<file path="src/rtl/shoot_timer_pkg.sv">
// rtl/shoot_timer_pkg.sv - shared FSM states, register map and STATUS bit layout for shoot_timer_mc
package shoot_timer_pkg;

   typedef enum logic [1:0] {IDLE, FIRE, HOLDOFF} state_t;

   localparam logic [2:0] A_CTRL    = 3'd0;
   localparam logic [2:0] A_STATUS  = 3'd1;
   localparam logic [2:0] A_HOLDOFF = 3'd2;
   localparam logic [2:0] A_CLR     = 3'd3;

   localparam int ST_BUSY   = 4;
   localparam int ST_REJECT = 5;
   localparam int ST_ARM    = 6;
   localparam int ST_CLAMP  = 7;

   localparam int MAX_PULSE = 100;

endpackage

</file>
<file path="src/rtl/shoot_down_counter.sv">
// rtl/shoot_down_counter.sv - loadable down-counter with zero flag, shared by fire and holdoff timing
module shoot_down_counter #(
   parameter int W = 24
) (
   input  logic         clk,
   input  logic         reset,
   input  logic         load,
   input  logic         en,
   input  logic [W-1:0] load_val,
   output logic [W-1:0] count,
   output logic         zero
);

   assign zero = (count == '0);

   always_ff @(posedge clk or negedge reset) begin
      if (!reset)
         count <= '0;
      else if (load)
         count <= load_val;
      else if (en && !zero)
         count <= count - W'(1);
   end

endmodule

</file>
<file path="src/rtl/shoot_timer_mc.sv">
// rtl/shoot_timer_mc.sv - multi-channel kicker pulse generator with holdoff and arm gate
// Optional pulse clamp to MAX_PULSE when SHOOT_TIMER_MAXCLAMP_EN is defined.
module shoot_timer_mc
   import shoot_timer_pkg::*;
#(
   parameter int               CNT_W       = 24,
   parameter int               NUM_CH      = 2,
   parameter logic [CNT_W-1:0] HOLDOFF_DEF = CNT_W'(50000)
) (
   input  logic              clk,
   input  logic              reset,
   input  logic [2:0]        addr,
   input  logic [CNT_W-1:0]  wrdata,
   input  logic              wr_n,
   input  logic              rd_n,
   output logic [CNT_W-1:0]  rddata,
   output logic [NUM_CH-1:0] dout,
   output logic              busy
);

   state_t           state;
   logic             arm, reject, clamp_flag;
   logic [CNT_W-1:0] holdoff;
   logic [1:0]       active;

   logic [CNT_W-1:0] count, cnt_val, pulse_val, rd_val;
   logic             zero, last, cnt_load, cnt_en;
   logic             is_pulse, pulse_wr, arm_off_wr, nz, over_max;
   logic             go_fire, go_hold, go_idle, rej;
   logic [1:0]       ch;

   assign ch         = addr[1:0];
   assign is_pulse   = addr[2] && (int'(addr[1:0]) < NUM_CH);
   assign pulse_wr   = !wr_n && is_pulse;
   assign arm_off_wr = !wr_n && (addr == A_CTRL) && !wrdata[0];
   assign nz         = (wrdata != '0);
   assign last       = zero || (count == CNT_W'(1));

`ifdef SHOOT_TIMER_MAXCLAMP_EN
   assign over_max = (wrdata > CNT_W'(MAX_PULSE));
`else
   assign over_max = 1'b0;
`endif
   assign pulse_val = over_max ? CNT_W'(MAX_PULSE) : wrdata;

   // Bus writes are resolved before the terminal count, so a same-cycle write wins.
   always_comb begin
      go_fire = 1'b0;
      go_hold = 1'b0;
      go_idle = 1'b0;
      rej     = 1'b0;
      case (state)
         IDLE: if (pulse_wr && nz) begin
            if (arm) go_fire = 1'b1;
            else     rej     = 1'b1;
         end
         FIRE: if (pulse_wr && ch == active) begin
            if (nz) go_fire = 1'b1;
            else    go_hold = 1'b1;
         end else begin
            if (pulse_wr && nz)        rej     = 1'b1;
            if (arm_off_wr || last)    go_hold = 1'b1;
         end
         HOLDOFF: begin
            if (pulse_wr && nz) rej     = 1'b1;
            if (last)           go_idle = 1'b1;
         end
         default: ;
      endcase
   end

   assign cnt_load = go_fire || go_hold;
   assign cnt_val  = go_fire ? pulse_val : holdoff;
   assign cnt_en   = (state != IDLE);

   shoot_down_counter #(.W(CNT_W)) u_cnt (
      .clk      (clk),
      .reset    (reset),
      .load     (cnt_load),
      .en       (cnt_en),
      .load_val (cnt_val),
      .count    (count),
      .zero     (zero)
   );

   always_comb begin
      rd_val = '0;
      case (addr)
         A_CTRL:    rd_val[0] = arm;
         A_STATUS: begin
            rd_val[NUM_CH-1:0] = dout;
            rd_val[ST_BUSY]    = busy;
            rd_val[ST_REJECT]  = reject;
            rd_val[ST_ARM]     = arm;
            rd_val[ST_CLAMP]   = clamp_flag;
         end
         A_HOLDOFF: rd_val = holdoff;
         default:   if (is_pulse && state == FIRE && ch == active) rd_val = count;
      endcase
   end

   always_ff @(posedge clk or negedge reset) begin
      if (!reset) begin
         state      <= IDLE;
         arm        <= 1'b0;
         reject     <= 1'b0;
         clamp_flag <= 1'b0;
         holdoff    <= HOLDOFF_DEF;
         active     <= '0;
         dout       <= '0;
         busy       <= 1'b0;
         rddata     <= '0;
      end else begin
         if (!wr_n && addr == A_CTRL)    arm     <= wrdata[0];
         if (!wr_n && addr == A_HOLDOFF) holdoff <= wrdata;
         if (!wr_n && addr == A_CLR) begin
            reject     <= 1'b0;
            clamp_flag <= 1'b0;
         end else begin
            if (rej)                 reject     <= 1'b1;
            if (go_fire && over_max) clamp_flag <= 1'b1;
         end
         if (go_fire) begin
            state  <= FIRE;
            active <= ch;
            dout   <= NUM_CH'(1) << ch;
            busy   <= 1'b1;
         end else if (go_hold) begin
            dout <= '0;
            if (holdoff == '0) begin
               state <= IDLE;
               busy  <= 1'b0;
            end else begin
               state <= HOLDOFF;
               busy  <= 1'b1;
            end
         end else if (go_idle) begin
            state <= IDLE;
            busy  <= 1'b0;
         end
         if (!rd_n) rddata <= rd_val;
      end
   end

endmodule

</file>
<file path="config.mk">
export PLATFORM = sky130hd
export DESIGN_NAME = shoot_timer_mc
export DESIGN_NICKNAME = d
export VERILOG_FILES = /design/src/rtl/shoot_timer_pkg.sv /design/src/rtl/shoot_down_counter.sv /design/src/rtl/shoot_timer_mc.sv
export SDC_FILE = /design/constraint.sdc
export NUM_CORES = 1
export LEC_CHECK = 0
export ABC_CLOCK_PERIOD_IN_PS = 3200
export BUFFER_PORTS_ARGS = -buffer_cell sky130_fd_sc_hd__buf_2
export CAP_MARGIN = 15
export CELL_PAD_IN_SITES_DETAIL_PLACEMENT = 0
export CELL_PAD_IN_SITES_GLOBAL_PLACEMENT = 1
export CORE_MARGIN = 2
export CORE_UTILIZATION = 45
export CTS_CLUSTER_DIAMETER = 80
export DETAILED_ROUTE_END_ITERATION = 10
export PLACE_DENSITY_LB_ADDON = 0.2
export SETUP_SLACK_MARGIN = 0.4
export SYNTH_ARGS = -nofsm -noshare
export SYNTH_HDL_FRONTEND = slang
export SYNTH_HIERARCHICAL = 1
export SYNTH_SLANG_ARGS = --single-unit
</file>
<file path="constraint.sdc">
create_clock -name clk -period 3.2 [get_ports clk]
set_clock_uncertainty 0.1 [all_clocks]
set_input_delay 0.32 -clock clk [delete_from_list [all_inputs] [get_ports clk]]
set_output_delay 0.32 -clock clk [all_outputs]
set_load 0.01 [all_outputs]
</file>
==> out/qor.txt <==
TIMING
-------------------------------------------------------------------------------------------------
Worst slew margin relative to its limit                                                     50.3%
Final critical delay including setup and external delays                                  2.67 ns
Transition time at the pin with the least slew margin                                    0.746 ns
Worst hold margin                                                                        0.109 ns
Setup violation total in the final timing report                                                0
RSZ-0062 raised after global routing                                                        false
Sum of negative setup slack                                                                  0 ns
Tcrit/Tclk final                                                                            83.5%
Final hold violations                                                                           0
Highest clock frequency the design can meet                                               374 MHz
Slew Viols, Final                                                                               0

MIN PATH
-------------------------------------------------------------------------------------------------
Type of the tightest min-delay check                                                       in2reg
Worst Hold End                                                                        holdoff[15]
WHS Path Cells                                                                                  2
Critical hold path startpoint                                                          wrdata[15]

FINAL LAYOUT
-------------------------------------------------------------------------------------------------
Layout cells sized above 1                                                                  27.7%
Count of filler cells inserted in the layout                                                  937
P&R area growth vs syn                                                                      17.4%
Diodes inserted                                                                                 0
Area of combinational cells with multiple inputs                                      0.00237 mm²
Layout Cell Area excl Fill                                                            0.00529 mm²
Flip-flop and latch area                                                              0.00203 mm²
Post-layout instance count excluding filler cells                                             656
Number of nets in the layout                                                                  551

PLACED DESIGN
-------------------------------------------------------------------------------------------------
Input/output buffers                                                                           57
Post-DP HPWL                                                                              9230 µm
DP Cell Count                                                                                 639
Cell area after placement                                                             0.00502 mm²
Final RePlAce weighted congestion                                                           0.863

SETUP PATH
-------------------------------------------------------------------------------------------------
Reg2Reg Setup Slack                                                                       0.54 ns
Setup Crit Path Kind                                                                       in2reg
FF-to-FF path depth                                                                            10
End of the worst register-to-register path                                           u_cnt/count[18]
CP required                                                                               3.35 ns
Kind of start point of the critical path                                                input pin
Worst r2r src                                                                        u_cnt/count[15]
Critical path capture point type                                                             flop
Crit-path max FO                                                                                5
Arrival time of data at the critical path endpoint                                        2.82 ns

LOGIC SYNTHESIS
-------------------------------------------------------------------------------------------------
Synthesized area per cell                                                                9.92 µm²
Instance count of the mapped netlist                                                          454
Sequential share of the synthesized area                                                    45.2%
Net count after synthesis                                                                     487
Share of synthesized flip-flops with an asynchronous set or reset                            100%
Yosys top cell by area                                                                    dfrtp_1
Yosys warns                                                                                     6
Primary FF master, synth                                                                  dfrtp_1
Count of state elements after synthesis                                                        81
Number of distinct library cell variants in the gate-level netlist after synthesis             57
Cells taking the most area after synthesis                                           dfrtp_1 42%, mux2_2 7.3%, mux2_1 5.0%
Cell with the most instances after synthesis                                              dfrtp_1
Number of flops mapped to enable cells by yosys                                                 0
Area of the mapped netlist                                                            0.00450 mm²
Most frequent cells after synthesis                                                  75 x dfrtp_1, 60 x nand2_1, 39 x o21ai_0
Fraction of post-synthesis cell area in the top cell type by area                           41.7%

ROUTE
-------------------------------------------------------------------------------------------------
WL per Instance                                                                           19.3 µm
DRC violation total after the first TritonRoute iteration                                     248
Vias per Instance                                                                            5.84
Number of DRC violations after detailed routing                                                 0
1st-pass router iterations                                                                      5
Via count                                                                                   3,828
WL final                                                                                12,700 µm
Number of antenna-violating nets in the routed design                                           0

PWR
-------------------------------------------------------------------------------------------------
Pint                                                                                    0.00235 W
Clock group share of total power                                                            21.8%
Switching Share                                                                             38.4%
Power density normalized to cell area                                                  722 mW/mm²
Switching power                                                                         0.00147 W
Sequential fraction of design power                                                         43.8%
Combinational Power Share                                                                   34.4%
Leakage component of the power                                                            2.17 nW
Worst IR drop on VDD                                                                   0.000248 V

FLOORPLANNING
-------------------------------------------------------------------------------------------------
DIE AREA                                                                               0.0108 mm²
Number of rows created at floorplan                                                            36
Initial standard-cell utilization of the core                                               46.3%
Die extent in y                                                                            104 µm
IO Pins                                                                                        58
Standard cell core area                                                               0.00973 mm²
Horizontal die dimension                                                                   104 µm

CLOCK NETWORK
-------------------------------------------------------------------------------------------------
Clock insertion delay at the later pin of the skew report                                 0.37 ns
Number of sinks on the clock net                                                               81
Clk Tree Root Cell                                                                       clkbuf_8
H-tree level count                                                                              3
CTS tree                                                                                    built
Clock-pin slew on the worst setup and hold paths                                          0.09 ns
Total CTS buffers                                                                               9
Post-CTS setup buffer count                                                                     0
Number of buffers between clock root and the deepest sink                                       2

GLOBAL ROUTING
-------------------------------------------------------------------------------------------------
Wire length of the first global-routing pass                                            20,600 µm
All-layer global routing usage                                                              24.2%
Vias in the first global route                                                              3,691
Initial antenna violation count                                                                 0
Global route total overflow                                                                     0
Pin count of the biggest net entering global routing                                           58

RUN
-------------------------------------------------------------------------------------------------
Maximum Capacitance Violations                                                                  0

STATUS
-------------------------------------------------------------------------------------------------
Result of the run                                                                       completed

==> layer usage <==
layer  global-route usage (%)  part of all wire, %  vias to the layer above
li1                         -                    -                     1818
met3                     2.82                  5.0                       15
met4                     8.88                  1.9                        0
met2                     35.9                   45                      115
met5                        0                    0                        -
met1                     36.3                   48                     1880
==> power groups by stage <==
| stage | logic, W | registers [W] | clock network (W) |
|---|---|---|---|
| after global routing | 0.00145 | 0.00172 | 0.000891 |
| after CTS | 0.00129 | 0.00165 | 0.000848 |
| after global placement | 0.00126 | 0.00166 | 0 |
| after detailed placement | 0.00128 | 0.00167 | 0 |
| final | 0.00131 | 0.00167 | 0.000832 |
| after floorplan | 0.000856 | 0.00160 | 0 |
==> cells by family (layout without fill, tap and decap cells) <==
family	after synthesis	count (layout)	share of synthesized area, %
xor gates and xnor gates	21	21	4.09
adders and majority gates	2	2	0.556
DFF	81	81	45.2
muxes	49	49	12.3
AOI/OAI and AO/OA	107	107	15.2
and+or+nand+nor	161	161	19.3
buffers and inverters	33	102	3.42
==> layout make-up <==
| type | instances | area share (%) |
|---|---|---|
| clock buffer | 9 | 2.34 |
| clock inverter | 7 | 1.80 |
| inverter | 7 | 0.497 |
| multi-input combinational | 340 | 44.9 |
| sequential | 81 | 38.5 |
| tap | 133 | 3.15 |
| timing repair buffer | 79 | 8.85 |
==> per-stage QoR <==
| step | setup WS [ns] | total power, W | utilization [%] |
|---|---|---|---|
| final | 0.528 | 0.00382 | 54.3 |
| after global routing | 0.417 | 0.00406 | 54.3 |
| after CTS | 0.405 | 0.00379 | 54.0 |
| after detailed placement | 0.171 | 0.00295 | 51.6 |
| after global placement | 0.191 | 0.00292 | 51.6 |
| after floorplan | 0.515 | 0.00245 | - |
==> timing repair <==
item	4_1_cts	5_1_grt
endpoints found under the setup margin	1	24
endpoints found under the hold margin	52	0
gates resized for setup	1	5
hold buffers	1	0
==> critical path: stages <==
cell and delay (ns):
buf_2 0.13, nor4_1 0.60, nand4_1 0.44, o21ai_0 0.43, o311ai_2 0.20, nand2_1 0.24
nand2b_1 0.14, a21oi_1 0.04, a211o_1 0.27
==> layout by cell type (no fill, tap or decap), drive strengths merged, types with 2 or more instances in the layout <==
cell    instances
dfstp           6
nand2          60
a211oi          2
and4            2
dfrtp          75
nand4           7
a21oi          16
nor3            7
inv             7
nand2b          4
a22oi          19
xor2            9
or3             2
clkbuf          9
xnor2          12
and2            3
o311ai          3
ha              2
nor2           26
o211ai          5
mux2           49
nor4           31
nor4b           2
buf            78
o21ai          44
nand3           4
bufinv          2
or4             4
nor2b           3
o31ai           5
nand3b          2
clkinv          4
==> state kept, by name, indices dropped and copies added, names as in the netlist <==
name,count
busy,1
reject,1
holdoff,24
u_cnt/count,24
dout,2
rddata,24
arm,1
active,2
state,2
==> how the worst max path moves through the flow <==
stage,to,startpoint
3_3_place_gp,u_cnt/count[18],wrdata[0]
5_1_grt,u_cnt/count[1],u_cnt/count[6]
6_report,u_cnt/count[18],wrdata[0]
3_5_place_dp,u_cnt/count[1],wrdata[0]
4_1_cts,u_cnt/count[1],u_cnt/count[0]
2_1_floorplan,u_cnt/count[11],u_cnt/count[0]
(Power assumes the default switching activity.)
